### src/rtl/cdb_arbiter_if.sv
// Handshake and broadcast bundle between the execution units and the CDB arbiter.
// The master side belongs to the units and CDB consumers; the slave side belongs to the arbiter.
interface cdb_arbiter_if #(
  parameter int NUM_REQ       = 4,
  parameter int ROB_IDX_WIDTH = 5,
  parameter int DATA_WIDTH    = 32,
  parameter int CNT_WIDTH     = 16
);
  logic [NUM_REQ-1:0]                    req_valid;
  logic [NUM_REQ-1:0]                    req_ready;
  logic [NUM_REQ-1:0][ROB_IDX_WIDTH-1:0] req_rob_idx;
  logic [NUM_REQ-1:0][4:0]               req_rd_addr;
  logic [NUM_REQ-1:0]                    req_regf_we;
  logic [NUM_REQ-1:0][DATA_WIDTH-1:0]    req_data;
  logic                                  flush;

  logic                                  cdb_valid;
  logic [ROB_IDX_WIDTH-1:0]              cdb_rob_idx;
  logic [4:0]                            cdb_rd_addr;
  logic                                  cdb_regf_we;
  logic [DATA_WIDTH-1:0]                 cdb_data;
  logic [CNT_WIDTH-1:0]                  conflict_cnt;

  modport master (
    output req_valid, req_rob_idx, req_rd_addr, req_regf_we, req_data, flush,
    input  req_ready, cdb_valid, cdb_rob_idx, cdb_rd_addr, cdb_regf_we, cdb_data,
           conflict_cnt
  );

  modport slave (
    input  req_valid, req_rob_idx, req_rd_addr, req_regf_we, req_data, flush,
    output req_ready, cdb_valid, cdb_rob_idx, cdb_rd_addr, cdb_regf_we, cdb_data,
           conflict_cnt
  );
endinterface

### src/rtl/cdb_arbiter.sv
// Round-robin arbiter for the single common-data-bus slot: grants one completed result
// per cycle, registers it onto the bus and counts cycles where units had to wait.
module cdb_arbiter #(
  parameter int NUM_REQ       = 4,
  parameter int ROB_IDX_WIDTH = 5,
  parameter int DATA_WIDTH    = 32,
  parameter int CNT_WIDTH     = 16
) (
  input logic           clk,
  input logic           rst,
  cdb_arbiter_if.slave  bus
);
  localparam int PTR_W = (NUM_REQ > 1) ? $clog2(NUM_REQ) : 1;
  localparam logic [PTR_W-1:0] LAST_IDX = PTR_W'(NUM_REQ - 1);

  logic [PTR_W-1:0]         r_rr_ptr;
  logic                     r_cdb_valid;
  logic [ROB_IDX_WIDTH-1:0] r_cdb_rob_idx;
  logic [4:0]               r_cdb_rd_addr;
  logic                     r_cdb_regf_we;
  logic [DATA_WIDTH-1:0]    r_cdb_data;
  logic [CNT_WIDTH-1:0]     r_conflict_cnt;

  logic [NUM_REQ-1:0]       w_grant;
  logic [PTR_W-1:0]         w_win_idx;
  logic                     w_found;
  logic                     w_xfer;
  logic                     w_conflict;

  // Search starts at the pointer and wraps, so the last winner has the lowest priority.
  always_comb begin : grant_search
    int               idx;
    logic [PTR_W-1:0] cand;
    // NOTE: every comb output gets a default up front so no path can infer a latch.
    w_found   = 1'b0;
    w_win_idx = '0;
    w_grant   = '0;
    idx       = 0;
    cand      = '0;
    for (int k = 0; k < NUM_REQ; k++) begin
      idx = int'(r_rr_ptr) + k;
      if (idx >= NUM_REQ) idx = idx - NUM_REQ;
      cand = PTR_W'(idx);
      if (!w_found && bus.req_valid[cand]) begin
        w_found   = 1'b1;
        w_win_idx = cand;
      end
    end
    if (w_found && !bus.flush && rst) w_grant[w_win_idx] = 1'b1;
  end

  assign w_xfer     = |w_grant;
  assign w_conflict = ($countones(bus.req_valid) >= 2) && !bus.flush;

  // NOTE: state uses non-blocking assignments so every register samples pre-edge values.
  always_ff @(posedge clk or negedge rst) begin
    if (!rst) begin
      r_rr_ptr       <= '0;
      r_cdb_valid    <= 1'b0;
      r_cdb_rob_idx  <= '0;
      r_cdb_rd_addr  <= '0;
      r_cdb_regf_we  <= 1'b0;
      r_cdb_data     <= '0;
      r_conflict_cnt <= '0;
    end else begin
      if (bus.flush) begin
        r_rr_ptr <= '0;
      end else if (w_xfer) begin
        r_rr_ptr <= (w_win_idx == LAST_IDX) ? '0 : w_win_idx + 1'b1;
      end

      r_cdb_valid <= w_xfer;
      if (w_xfer) begin
        r_cdb_rob_idx <= bus.req_rob_idx[w_win_idx];
        r_cdb_rd_addr <= bus.req_rd_addr[w_win_idx];
        r_cdb_data    <= bus.req_data[w_win_idx];
        // Register 0 is hardwired, so a write to it must not reach the rename table.
        r_cdb_regf_we <= bus.req_regf_we[w_win_idx] && (bus.req_rd_addr[w_win_idx] != 5'd0);
      end

      if (w_conflict && (r_conflict_cnt != '1)) r_conflict_cnt <= r_conflict_cnt + 1'b1;
    end
  end

  assign bus.req_ready    = w_grant;
  assign bus.cdb_valid    = r_cdb_valid;
  assign bus.cdb_rob_idx  = r_cdb_rob_idx;
  assign bus.cdb_rd_addr  = r_cdb_rd_addr;
  assign bus.cdb_regf_we  = r_cdb_regf_we;
  assign bus.cdb_data     = r_cdb_data;
  assign bus.conflict_cnt = r_conflict_cnt;
endmodule

### src/flat_wrapper.sv
// flat-port wrapper written by rule: the top's interface ports become plain ports
module cdb_arbiter_flat 
#(
  parameter int NUM_REQ       = 4,
  parameter int ROB_IDX_WIDTH = 5,
  parameter int DATA_WIDTH    = 32,
  parameter int CNT_WIDTH     = 16
)
  (clk, rst, bus_req_valid, bus_req_rob_idx, bus_req_rd_addr, bus_req_regf_we, bus_req_data, bus_flush, bus_req_ready, bus_cdb_valid, bus_cdb_rob_idx, bus_cdb_rd_addr, bus_cdb_regf_we, bus_cdb_data, bus_conflict_cnt);
  cdb_arbiter_if #(.NUM_REQ(NUM_REQ), .ROB_IDX_WIDTH(ROB_IDX_WIDTH), .DATA_WIDTH(DATA_WIDTH), .CNT_WIDTH(CNT_WIDTH)) bus_i ();
  input logic clk;
  input logic rst;
  input wire logic [$bits(bus_i.req_valid)-1:0] bus_req_valid;
  input wire logic [$bits(bus_i.req_rob_idx)-1:0] bus_req_rob_idx;
  input wire logic [$bits(bus_i.req_rd_addr)-1:0] bus_req_rd_addr;
  input wire logic [$bits(bus_i.req_regf_we)-1:0] bus_req_regf_we;
  input wire logic [$bits(bus_i.req_data)-1:0] bus_req_data;
  input wire logic [$bits(bus_i.flush)-1:0] bus_flush;
  output wire logic [$bits(bus_i.req_ready)-1:0] bus_req_ready;
  output wire logic [$bits(bus_i.cdb_valid)-1:0] bus_cdb_valid;
  output wire logic [$bits(bus_i.cdb_rob_idx)-1:0] bus_cdb_rob_idx;
  output wire logic [$bits(bus_i.cdb_rd_addr)-1:0] bus_cdb_rd_addr;
  output wire logic [$bits(bus_i.cdb_regf_we)-1:0] bus_cdb_regf_we;
  output wire logic [$bits(bus_i.cdb_data)-1:0] bus_cdb_data;
  output wire logic [$bits(bus_i.conflict_cnt)-1:0] bus_conflict_cnt;
  assign bus_i.req_valid = bus_req_valid;
  assign bus_i.req_rob_idx = bus_req_rob_idx;
  assign bus_i.req_rd_addr = bus_req_rd_addr;
  assign bus_i.req_regf_we = bus_req_regf_we;
  assign bus_i.req_data = bus_req_data;
  assign bus_i.flush = bus_flush;
  assign bus_req_ready = bus_i.req_ready;
  assign bus_cdb_valid = bus_i.cdb_valid;
  assign bus_cdb_rob_idx = bus_i.cdb_rob_idx;
  assign bus_cdb_rd_addr = bus_i.cdb_rd_addr;
  assign bus_cdb_regf_we = bus_i.cdb_regf_we;
  assign bus_cdb_data = bus_i.cdb_data;
  assign bus_conflict_cnt = bus_i.conflict_cnt;
  cdb_arbiter #(.NUM_REQ(NUM_REQ), .ROB_IDX_WIDTH(ROB_IDX_WIDTH), .DATA_WIDTH(DATA_WIDTH), .CNT_WIDTH(CNT_WIDTH)) u_core (.clk(clk), .rst(rst), .bus(bus_i));
endmodule
### config.mk
export PLATFORM = sky130hd
export DESIGN_NAME = cdb_arbiter_flat
export DESIGN_NICKNAME = d
export VERILOG_FILES = /design/src/rtl/cdb_arbiter_if.sv /design/src/rtl/cdb_arbiter.sv /design/src/flat_wrapper.sv
export SDC_FILE = /design/constraint.sdc
export NUM_CORES = 1
export LEC_CHECK = 0
export ABC_CLOCK_PERIOD_IN_PS = 3000
export BUFFER_PORTS_ARGS = -buffer_cell sky130_fd_sc_hd__buf_2
export CAP_MARGIN = 20
export CELL_PAD_IN_SITES_DETAIL_PLACEMENT = 1
export CELL_PAD_IN_SITES_GLOBAL_PLACEMENT = 2
export CORE_MARGIN = 3
export CORE_UTILIZATION = 22
export DETAILED_ROUTE_END_ITERATION = 8
export PLACE_DENSITY = 0.8
export SYNTH_ARGS = -nofsm -noshare
export SYNTH_HDL_FRONTEND = slang
export SYNTH_SLANG_ARGS = --single-unit
### constraint.sdc
create_clock -name clk -period 3 [get_ports clk]
set_input_delay 0.3 -clock clk [delete_from_list [all_inputs] [get_ports clk]]
set_output_delay 0.3 -clock clk [all_outputs]
set_load 0.1 [all_outputs]
==> metrics.txt <==
fin util 32.5%; Critical Path Sink Type flop; NumNets Final 838; number of buffers created by CTS 9; largest area contributor in the netlist dfrtp_1; worst path bufs/invs 3; I/O pins 243; clock root cell clkbuf_16; multiplexer share of the synthesized area 28.1%; adder-cell share of the synthesized area 2.56%; Final Power 5110 uW; Post-synth EDFFs 0; Area contributors post-synth dfrtp_1 (37%), mux2i_1 (18%), mux2_2 (10%); PortBufs 242; worst hold path cell count 2; Post-Synth XOR/XNOR Area 2.92%; Total GRT Usage 12.7%; RSZ-0062 raised after global routing no; share of the synthesized area in the top cell type 36.9%; most frequent cell after synthesis mux2i_1; CP required 3.25 ns; first-pass GRT wire length 21000 um; synthesis-stage register bit count 62; GRT Residual Overflow 0; status finished clean; H-tree lvl count 3; # diodes 0; largest family of logic cells by synthesized area multiplexers; Routed wire per std cell 15.7 um; Syn Inst Count 414; Die W 144 um; max incr delay on CP 0.47 ns; Ys Warns 0; Post-Syn Area 4210 um^2; Max Freq 383 MHz; syn_area_per_cell 10.2 um^2; Rel. slew slack 40.6%; complex-gate fraction of the synthesized area 10.3%; final worst-path cycle share 87.0%; CTS tree done; detailed-placement wirelength estimate 11300 um; TNS Setup 0 ns; Rows 49; core area 18400 um^2; Post-synth ARST share 100%; final setup violating endpoints 0; area grow syn2layout 42.3%; 1st-iter DRT viols 113; Post-CTS Setup Inserts 0; antenna viol nets, final 0; critical path startpoint category flop; DRT Pass-1 Iters 5; initial antenna violation count 0; Hold Crit Class input pin to flop; Slew Limit Fails 0; vias in the first global route 4213; Clock Path Buffers 2; Pleak 0.00295 uW; largest net degree at the start of global routing 60; WL final 13900 um; worst-skew pair later-pin latency 0.33 ns; vias 3946; Clock Skew 0.00501 ns; commonest cells in the netlist mux2i_1 (74), dfrtp_1 (62), nand2_1 (56); Worst R2R Path Depth 10; worst vdd ir 703 uV; DR vias/cell 4.46; Slew @ Worst Pin 0.888 ns; layout cells sized above 1 50.3%; CTS Sinks 62; routability congestion estimate 0.821; post-synthesis simple-gate area fraction 13.9%; Clock transition at path regs 0.06 ns; peak fanout along the critical path 42; Starting Density 22.9%; final-report hold violation count 0; sequential fraction of the synthesis area 36.9%; Residual DRC 0; DIE HEIGHT 144 um; Worst EP arrival 2.86 ns; CP Depth 10; slowest CP cell o41ai_2; pwr/cell area 854 nW/um^2; predominant post-synthesis flop cell dfrtp_1; Yosys cell types 43; syn nets 601; Min Clock Period, post-route 2.61 ns; crit-path leading delay family compound AO/OA/AOI/OAI gates; crit path cell chain and2_4, o211a_4, nor2_4, inv_1, ha_1, o41ai_2, buf_4, buf_12, nand2_1, o21ai_1; crit path kind flop to flop; max cap viols 0; die area 20800 um^2
-- worst register-to-register path, cell delays in order, from the launching register on --
cell     delay [ns]
dfrtp_1        0.45
and2_4         0.18
o211a_4        0.30
nor2_4         0.20
inv_1          0.10
ha_1           0.21
o41ai_2        0.47
buf_4          0.23
buf_12         0.21
nand2_1        0.11
o21ai_1        0.08
-- kinds of logic (layout without fill, tap and decap cells) --
group                      after synthesis  in the layout
muxes                                  113            113
DFF                                     62             62
AOI/OAI and AO/OA                       64             64
and+or+nand+nor                        120            120
xor gates and xnor gates                14             14
adders and majority gates                8              8
buffers and inverters                   33            275
-- sequential cells by signal (all words and copies together), names as in the netlist --
register / flops
u_core.bus.cdb_data: 32
u_core.bus.cdb_rd_addr: 5
u_core.bus.cdb_regf_we: 1
u_core.bus.cdb_rob_idx: 5
u_core.bus.cdb_valid: 1
u_core.bus.conflict_cnt: 16
u_core.r_rr_ptr: 2
-- placed cells by master, fill, tap and decap left out, types with 2 or more instances in the layout --
cell / synthesis / layout
xor2_1: 3 / 3
nand3_1: 34 / 34
buf_4: 1 / 6
and4_1: 3 / 3
clkbuf_16: 0 / 9
nor2_1: 5 / 5
a211oi_1: 2 / 2
buf_2: 6 / 238
mux2_2: 39 / 39
buf_12: 5 / 7
nand2b_1: 2 / 2
o21ai_1: 20 / 20
and2_1: 5 / 5
inv_2: 2 / 2
o21ai_0: 12 / 12
nand2_1: 56 / 56
nand4_1: 6 / 6
dfrtp_1: 62 / 62
inv_1: 5 / 5
xnor2_1: 11 / 11
mux2i_1: 74 / 74
clkinvlp_4: 0 / 2
ha_1: 7 / 7
a21oi_1: 4 / 4
and3_1: 2 / 2
o21ai_2: 17 / 17
clkinv_4: 0 / 2
-- metrics by stage --
stage	setup WS, ns	cell area [um^2]	hold slack (ns)	instances
6_report	0.390	5980	0.181	885
5_1_grt	0.265	5980	0.195	885
4_1_cts	0.395	5980	0.167	885
3_5_place_dp	0.411	5670	0.152	868
3_3_place_gp	0.469	5670	0.154	868
2_1_floorplan	0.179	4210	0.00441	414
-- routing by layer --
layer | global-route usage (%) | vias up | wire, um
li1 | - | 1955 | -
met1 | 14.5 | 1833 | 5650
met2 | 23.2 | 147 | 6980
met3 | 2.84 | 11 | 1070
met4 | 4.52 | 0 | 151
met5 | 0 | - | 0
-- worst paths after layout --
kind	slack, ns	endpoint	startpoint
worst max-delay path	0.39	u_core.bus.cdb_data[0]	u_core.r_rr_ptr[1]
worst min-delay path	0.18	u_core.r_rr_ptr[0]	bus_flush
worst max register to register	0.39	u_core.bus.cdb_data[0]	u_core.r_rr_ptr[1]
worst min register to register	0.47	u_core.bus.cdb_rd_addr[2]	u_core.bus.cdb_rd_addr[2]
max in group asynchronous	1.63	u_core.bus.cdb_rd_addr[4]	rst
min in group asynchronous	0.34	u_core.bus.cdb_rob_idx[0]	rst
-- cell type report --
class,instances,area (um^2)
timing repair buffer,252,1390
sequential,62,1550
clock buffer,10,229
multi-input combinational,319,2430
inverter,7,26.3
clock inverter,6,71.3
fill,2222,12400
tap,229,287
-- what timing repair did --
| action | in CTS | in global routing |
|---|---|---|
| hold buffers | 1 | 0 |
| hold endpoints to repair | 3 | 0 |
| resized for setup | 0 | 0 |
-- power by group --
part,internal [uW],switching (uW),leakage (uW)
logic,593,2260,0.00203
clock network,648,396,0.000139
registers,1060,147,0.000787
total,2310,2800,0.00295
(Power assumes the default switching activity.)
